[src/rtl/inst_queue_pkg.sv]
// Shared constants and the queue entry layout for the fetch-to-decode instruction queue.
package inst_queue_pkg;

    localparam logic [31:0] INST_NOP = 32'h0340_0000;
    localparam logic [31:0] PC_RESET = 32'h1C00_0000;
    localparam int unsigned ENTRY_W  = 32 * 4 + 1 + 7 + 2;

    typedef struct packed {
        logic [31:0] pc;
        logic [31:0] inst;
        logic [31:0] pc_next;
        logic        taken;
        logic [31:0] badv;
        logic [6:0]  exception;
        logic [1:0]  excp_flag;
    } iq_entry_t;

    // Value presented on an output slot that holds no entry.
    function automatic iq_entry_t idle_entry();
        iq_entry_t e;
        e      = '0;
        e.inst = INST_NOP;
        return e;
    endfunction

endpackage

[src/rtl/inst_queue_ram.sv]
// Entry storage: two write ports (tail, tail+1) and two combinational read ports (head, head+1).
module inst_queue_ram
    import inst_queue_pkg::*;
#(
    parameter int unsigned DEPTH = 8,
    parameter int unsigned PW    = $clog2(DEPTH)
) (
    input  logic            clk,
    input  logic            we0_i,
    input  logic [PW-1:0]   wa0_i,
    input  iq_entry_t       wd0_i,
    input  logic            we1_i,
    input  logic [PW-1:0]   wa1_i,
    input  iq_entry_t       wd1_i,
    input  logic [PW-1:0]   ra0_i,
    input  logic [PW-1:0]   ra1_i,
    output iq_entry_t       rd0_o,
    output iq_entry_t       rd1_o
);

    logic [ENTRY_W-1:0] mem_q [DEPTH];

    // Storage is intentionally not reset; validity is tracked by the count.
    always_ff @(posedge clk) begin
        if (we0_i) mem_q[wa0_i] <= wd0_i;
        if (we1_i) mem_q[wa1_i] <= wd1_i;
    end

    assign rd0_o = iq_entry_t'(mem_q[ra0_i]);
    assign rd1_o = iq_entry_t'(mem_q[ra1_i]);

endmodule

[src/rtl/inst_queue.sv]
// Instruction queue between fetch and decode: splits fetch bundles into entries,
// presents the two oldest to decode and generates fetch back-pressure.
module inst_queue
    import inst_queue_pkg::*;
#(
    parameter int unsigned DEPTH = 8,
    parameter int unsigned PW    = $clog2(DEPTH)
) (
    input  logic        clk,
    input  logic        rst,
    input  logic        flush,
    input  logic        in_valid,
    output logic        fifo_allowin,
    input  logic [31:0] in_pc,
    input  logic [31:0] in_pc_next,
    input  logic [31:0] in_badv,
    input  logic        in_pc_taken,
    input  logic [31:0] in_inst0,
    input  logic [31:0] in_inst1,
    input  logic [6:0]  in_exception,
    input  logic [1:0]  in_excp_flag,
    output logic        space_ok,
    output logic        nearly_full,
    output logic        write_en,
    output logic        pop_en,
    input  logic [1:0]  dec_pop,
    output logic        out_valid0,
    output logic        out_valid1,
    output logic [31:0] out_pc0,
    output logic [31:0] out_pc1,
    output logic [31:0] out_inst0,
    output logic [31:0] out_inst1,
    output logic [31:0] out_pc_next0,
    output logic [31:0] out_pc_next1,
    output logic [31:0] out_badv0,
    output logic [31:0] out_badv1,
    output logic        out_taken0,
    output logic        out_taken1,
    output logic [6:0]  out_exception0,
    output logic [6:0]  out_exception1,
    output logic [1:0]  out_excp_flag0,
    output logic [1:0]  out_excp_flag1
);

    localparam int unsigned CW = PW + 1;

    logic [PW-1:0] head_q, head_d, tail_q, tail_d;
    logic [CW-1:0] count_q, count_d;
    logic [CW-1:0] free_c, push_n_c, pop_n_c;
    logic          two_c;
    iq_entry_t     wd0_c, wd1_c, rd0_c, rd1_c, o0_c, o1_c;

    // Back-pressure looks only at registered occupancy; same-cycle pops are not credited.
    assign free_c       = CW'(DEPTH) - count_q;
    assign space_ok     = (free_c >= CW'(2));
    assign fifo_allowin = space_ok;
    assign nearly_full  = (free_c < CW'(4));

    // A bundle carries one instruction if it starts at the odd word or carries an exception.
    assign two_c    = !in_pc[2] && (in_excp_flag == 2'b00);
    assign write_en = in_valid && space_ok && !flush && !rst;
    assign push_n_c = write_en ? (two_c ? CW'(2) : CW'(1)) : CW'(0);

    always_comb begin
        pop_n_c = CW'(dec_pop);
        if (pop_n_c > CW'(2))   pop_n_c = CW'(2);
        if (pop_n_c > count_q) pop_n_c = count_q;
    end

    assign pop_en = (pop_n_c != CW'(0)) && !flush && !rst;

    always_comb begin
        head_d  = head_q;
        tail_d  = tail_q;
        count_d = count_q;
        if (flush) begin
            head_d  = '0;
            tail_d  = '0;
            count_d = '0;
        end else begin
            head_d  = head_q + PW'(pop_n_c);
            tail_d  = tail_q + PW'(push_n_c);
            count_d = count_q + push_n_c - pop_n_c;
        end
    end

    always_ff @(posedge clk) begin
        if (rst) begin
            head_q  <= '0;
            tail_q  <= '0;
            count_q <= '0;
        end else begin
            head_q  <= head_d;
            tail_q  <= tail_d;
            count_q <= count_d;
        end
    end

    // Slot 0 inherits the bundle prediction only when it is the last instruction of the bundle.
    always_comb begin
        wd0_c           = '0;
        wd0_c.pc        = in_pc;
        wd0_c.inst      = in_inst0;
        wd0_c.pc_next   = two_c ? (in_pc + 32'd4) : in_pc_next;
        wd0_c.taken     = two_c ? 1'b0 : in_pc_taken;
        wd0_c.badv      = in_badv;
        wd0_c.exception = in_exception;
        wd0_c.excp_flag = in_excp_flag;

        wd1_c           = '0;
        wd1_c.pc        = in_pc + 32'd4;
        wd1_c.inst      = in_inst1;
        wd1_c.pc_next   = in_pc_next;
        wd1_c.taken     = in_pc_taken;
    end

    inst_queue_ram #(
        .DEPTH (DEPTH),
        .PW    (PW)
    ) u_ram (
        .clk   (clk),
        .we0_i (write_en),
        .wa0_i (tail_q),
        .wd0_i (wd0_c),
        .we1_i (write_en && two_c),
        .wa1_i (tail_q + PW'(1)),
        .wd1_i (wd1_c),
        .ra0_i (head_q),
        .ra1_i (head_q + PW'(1)),
        .rd0_o (rd0_c),
        .rd1_o (rd1_c)
    );

    assign out_valid0 = (count_q != CW'(0));
    assign out_valid1 = (count_q >= CW'(2));
    assign o0_c       = out_valid0 ? rd0_c : idle_entry();
    assign o1_c       = out_valid1 ? rd1_c : idle_entry();

    assign out_pc0        = o0_c.pc;
    assign out_inst0      = o0_c.inst;
    assign out_pc_next0   = o0_c.pc_next;
    assign out_taken0     = o0_c.taken;
    assign out_badv0      = o0_c.badv;
    assign out_exception0 = o0_c.exception;
    assign out_excp_flag0 = o0_c.excp_flag;

    assign out_pc1        = o1_c.pc;
    assign out_inst1      = o1_c.inst;
    assign out_pc_next1   = o1_c.pc_next;
    assign out_taken1     = o1_c.taken;
    assign out_badv1      = o1_c.badv;
    assign out_exception1 = o1_c.exception;
    assign out_excp_flag1 = o1_c.excp_flag;

endmodule

[config.mk]
export PLATFORM = sky130hd
export DESIGN_NAME = inst_queue
export DESIGN_NICKNAME = d
export VERILOG_FILES = /design/src/rtl/inst_queue_pkg.sv /design/src/rtl/inst_queue_ram.sv /design/src/rtl/inst_queue.sv
export SDC_FILE = /design/constraint.sdc
export NUM_CORES = 2
export LEC_CHECK = 0
export CAP_MARGIN = 20
export CORE_UTILIZATION = 54
export CTS_BUF_LIST = sky130_fd_sc_hd__clkbuf_16
export CTS_CLUSTER_SIZE = 10
export DETAILED_ROUTE_END_ITERATION = 6
export PLACE_DENSITY = 0.74
export RECOVER_POWER = 100
export REMOVE_ABC_BUFFERS = 1
export SETUP_SLACK_MARGIN = 0.5
export SLEW_MARGIN = 30
export SYNTH_ARGS = -nofsm -noshare
export SYNTH_HDL_FRONTEND = slang
export SYNTH_HIERARCHICAL = 1
export SYNTH_SLANG_ARGS = --single-unit
export TNS_END_PERCENT = 5
[constraint.sdc]
create_clock -name clk -period 26.3 [get_ports clk]
set_clock_uncertainty 0.1 [all_clocks]
set_input_delay 6.575 -clock clk [delete_from_list [all_inputs] [get_ports clk]]
set_output_delay 6.575 -clock clk [all_outputs]
set_load 0.05 [all_outputs]
### Word level (Yosys, flattened, before mapping)

Memory sizes are Yosys's and may differ from the RTL's. A register that Yosys moved wholly into a read port is not among the register bits.
Cells that the tools add are included.

* memory bits (writable): 1104
* word-level logic and storage cells: 44
* memories: 1
* input bits: 176
* flip-flop bits (word level): 10
* output and inout bits: 283

* $lt $le $gt $ge: 5
* $add $sub $neg: 8
* mux-type cells: 13
* reductions and logical operators: 14

Memory list
* u_ram.mem_q: words 8, width 138, read ports 2, clocked after Yosys merged registers in 1, write ports 2, RTL line inst_queue_ram.sv:21 `logic [ENTRY_W-1:0] mem_q [DEPTH];`

Operators with widths (count)
* 2-to-1 mux 138 bit: 2
* adder 32 x 3 -> 32 bit, second input constant: 1
* 2-to-1 mux 32 bit: 1
* greater-or-equal comparator 4 x 2 -> 1 bit, second input constant: 2
* nonzero test 4 bit: 2
* logical AND 1 bit: 7
* adder 3 x 1 -> 3 bit, second input constant: 2
* 2-to-1 mux 2 bit: 3
* 2-to-1 mux 1 bit: 5
* adder 4 x 2 -> 4 bit: 1
* > comparator 4 bit: 1
* < comparator 4 x 3 -> 1 bit, second input constant: 1
* 2-to-1 mux 4 bit: 1
* subtractor 4 bit: 1
* subtractor 4 bit, first input constant: 1
* adder 3 x 2 -> 3 bit: 1
* adder 3 bit: 1
* logical NOT 1 bit: 3
* 2-to-1 mux 3 bit: 1
* > comparator 2 bit, second input constant: 1
* logical NOT 2 bit: 1
* OR reduction 2 bit: 1

### Depth between registers and ports, before layout

* word-level depth: 8
* mapped depth: 13
* mapped depth without buffers: 13

### Modules after synthesis

The synthesis kept the hierarchy.

Modules (own cells, without submodules)
* inst_queue_ram: cells an instance 3334, seq. area each 33151.8 um^2, times used 1, area each 63010.4 um^2
* inst_queue: cells an instance 572, seq. area each 200.2 um^2, times used 1, area each 3732.3 um^2

### Worst setup path before layout

OpenSTA, ideal clock, no wires.

* path type: input -> register
* from: input port flush
* to: memory u_ram/mem_q[0][0] (netlist bit) (enable)
* setup time: 0.838 ns
* path buffers: 0
* slack: 7.653 ns
* cell stages on the path: 4
* arrival: 17.708 ns
* data required time: 25.362 ns
* cell sequence: nor2_1 -> o311a_1 -> nand2b_1 -> o31ai_1

RTL lines
* start: declaration: RTL line inst_queue.sv:11 `input logic flush,`
* end: declaration: RTL line inst_queue_ram.sv:21

==> metrics.cfg <==
[logic_synthesis]
synth_xor_area_frac=0.00394
ys_warn_count=6
yosysMostFrequentCell=mux2_2
synth_top_area_frac=0.497
synth-edff-count=1104
synth_seq_cells=1114
async_reset_ff_frac=0
synthFlopType=edfxtp_1
synth.avg_cell_area_um2=17.1
synthMuxAreaShare=0.428
synth_top_family_by_area=multiplexers
synthCells=3906
yosysSeqAreaShare=0.500
ys_top_cells_by_count=1283 x mux2_2, 1104 x edfxtp_1, 552 x mux4_2
synthSimpleGateAreaFrac=0.0384
synth_area_um2=66700
yosys-top-cells-area=edfxtp_1 50%, mux2_2 22%, mux4_2 19%, and2_1 2.6%, mux2_4 2.5%
synth_compound_area_frac=0.00291
ys_types=51
synth_fa_ha_area_frac=0.00409
synth_top_area_cell=edfxtp_1

[hold_path]
hold_depth=3
hp-start=tail_q[1]$_SDFF_PP0_
min-delay-path-class=reg -> reg
holdPathEnd=tail_q[1]$_SDFF_PP0_

[outcome]
status=complete, but fails checks
violations=max-capacitance violations, max-slew violations

[detailed_routing]
drc=0
drt-pass1-iter-count=5
routed_wl_um=191000
first_iter_violations=3786
wire_per_inst_um=30.5
drtAntennaViolNets=0
vias_per_cell=6.42
num_vias=40322

[floorplanning]
core_um2=122000
die_h_um=354
die_area_um2=125000
dieWidth_um=354
initial_core_util=0.546
pin_count=459
row_count=128

[worst_setup_path]
slowest_stage=clkbuf_1
crit_fanout=49
max_stage_delay_ns=3.11
required_ns=26.66
end_kind=flip-flop
timing_worst_setup_path_type=in -> reg
r2r_cells=10
r2r-end=u_ram/mem_q[3][119]$_DFFE_PP_
worst_path_most_repeated_cell=clkbuf_1
r2r_slack_ns=14.03
crit_chain=dlygate4sd3_1 > nor3_1 > clkbuf_1 > and2_0 > and4bb_4 > clkbuf_1 > clkbuf_1 > clkbuf_1 > mux2_2
timing.rr.start=count_q[1]$_SDFF_PP0_
start_kind=input port
crit_arrival_ns=20.52

[layout]
drive_above_1_share=0.435
final-seq-area_um2=33400
multi_input_area_um2=32700
synthToLayoutAreaGrowth_pct=15.4
nNetsFinal=4781
fillers=9077
fin_area_um2=77000

[sta]
setup_violations=0
min_period_ns=20.16
fmax_mhz=49.6
whs_ns=0.574
maxSlewViolCount=3059
worst_slew_pin_slew_ns=10.01
max_slew_margin=-5.67
final-hold-violation-count=0
post-route-period-util=0.766
rsz0062_at_grt=no

[grt]
grt_pass1_wl_um=279000
grt_max_degree=127
antenna_found_initial=26
grt_overflow=0
grt_use_total=0.305
grt_pass1_vias=42318

[clocking]
htree_num_levels=4
cts_hold_buffers=0
clkSinkCount=1114
insertion_delay_ns=0.73
clock_path_buffers=3
clk_pin_slew_ns=0.05
cts_setup_buffers=0
tritoncts=yes
cts-root-buf=clkbuf_16
cts_made_buffers=134
post_cts_resized=0

[power]
leakage_nw=25.7
ir_worst_vdd_mv=0.0880
p_total_mw=5.46
power.density_nw_per_um2=70.9

[job]
drv_cap=62

[place]
dpl-instance-area_um2=74000
place_hpwl_um=102000
portBuffers=458
globalplace.congestion=0.781

[layout by cell type, fill, tap and decap left out, types with 61 or more instances in the layout]
cell,netlist,layout
mux2_2,1283,1281
edfxtp_1,1104,1104
mux4_2,552,552
conb_1,1,328
and2_1,277,259
dlygate4sd3_1,0,253
clkdlybuf4s50_1,0,205
clkbuf_16,0,139
mux2_1,0,108
nand2_1,61,61
[critical path: cells and delay by family]
family	cells	cell delay (ns)
simple gates	3	1.18
mux	1	0.51
buf+inv	5	12.12
[worst max-delay path by stage]
stage,startpoint,endpoint,slack [ns],cells past startpoint
6_report,in_pc[2],u_ram/mem_q[1][24]$_DFFE_PP_,6.14,9
5_1_grt,in_pc[2],u_ram/mem_q[1][28]$_DFFE_PP_,5.97,9
4_1_cts,dec_pop[1],pop_en,10.16,8
3_5_place_dp,dec_pop[1],pop_en,10.16,8
3_3_place_gp,dec_pop[1],pop_en,10.19,8
2_1_floorplan,head_q[0]$_SDFF_PP0_,out_inst1[22],-22.20,4
[registers in the layout (all words and copies together) (netlist names)]
signal / flops
tail_q: 3
head_q: 3
u_ram/mem_q: 1104
count_q: 4
[power by group]
group | switching [mW] | internal, mW
combinational | 1.16 | 0.646
clock | 0.715 | 0.939
sequential | 0.0156 | 1.98
[logic make-up (layout without fill, tap and decap cells)]
group	after synthesis	after routing
flops	1114	1114
other cells	1	340
buf+inv	334	746
xor+xnor	30	30
mux	1947	1947
simple gates	431	431
compound gates	29	29
fa+ha+maj	20	20
[metal layers]
metal / global-route usage / share of wire
met5: 0 / 0.00058
met4: 0.0968 / 0.025
met3: 0.0514 / 0.081
met2: 0.502 / 0.49
met1: 0.415 / 0.40
[through the flow]
step | utilization | setup slack, ns | setup TNS, ns | cells
global route | 0.630 | 5.97 | 0 | 6281
CTS | 0.636 | 10.16 | 0 | 6268
finish | 0.630 | 6.14 | 0 | 6282
global placement | 0.605 | 10.19 | 0 | 6071
detailed placement | 0.605 | 10.16 | 0 | 6072
floorplan | - | -22.20 | -3119.06 | 3916
[final cells by class]
cell class                      count  share of cell area
Sequential cell                  1114               0.433
Timing Repair Buffer              533              0.0652
Inverter                           17            0.000991
Clock inverter                     57             0.00364
Antenna cell                       12            0.000390
Multi-Input combinational cell   2785               0.425
Clock buffer                      139              0.0452
Tap cell                         1625              0.0264
No activity file was read; power rests on OpenSTA's default activity.
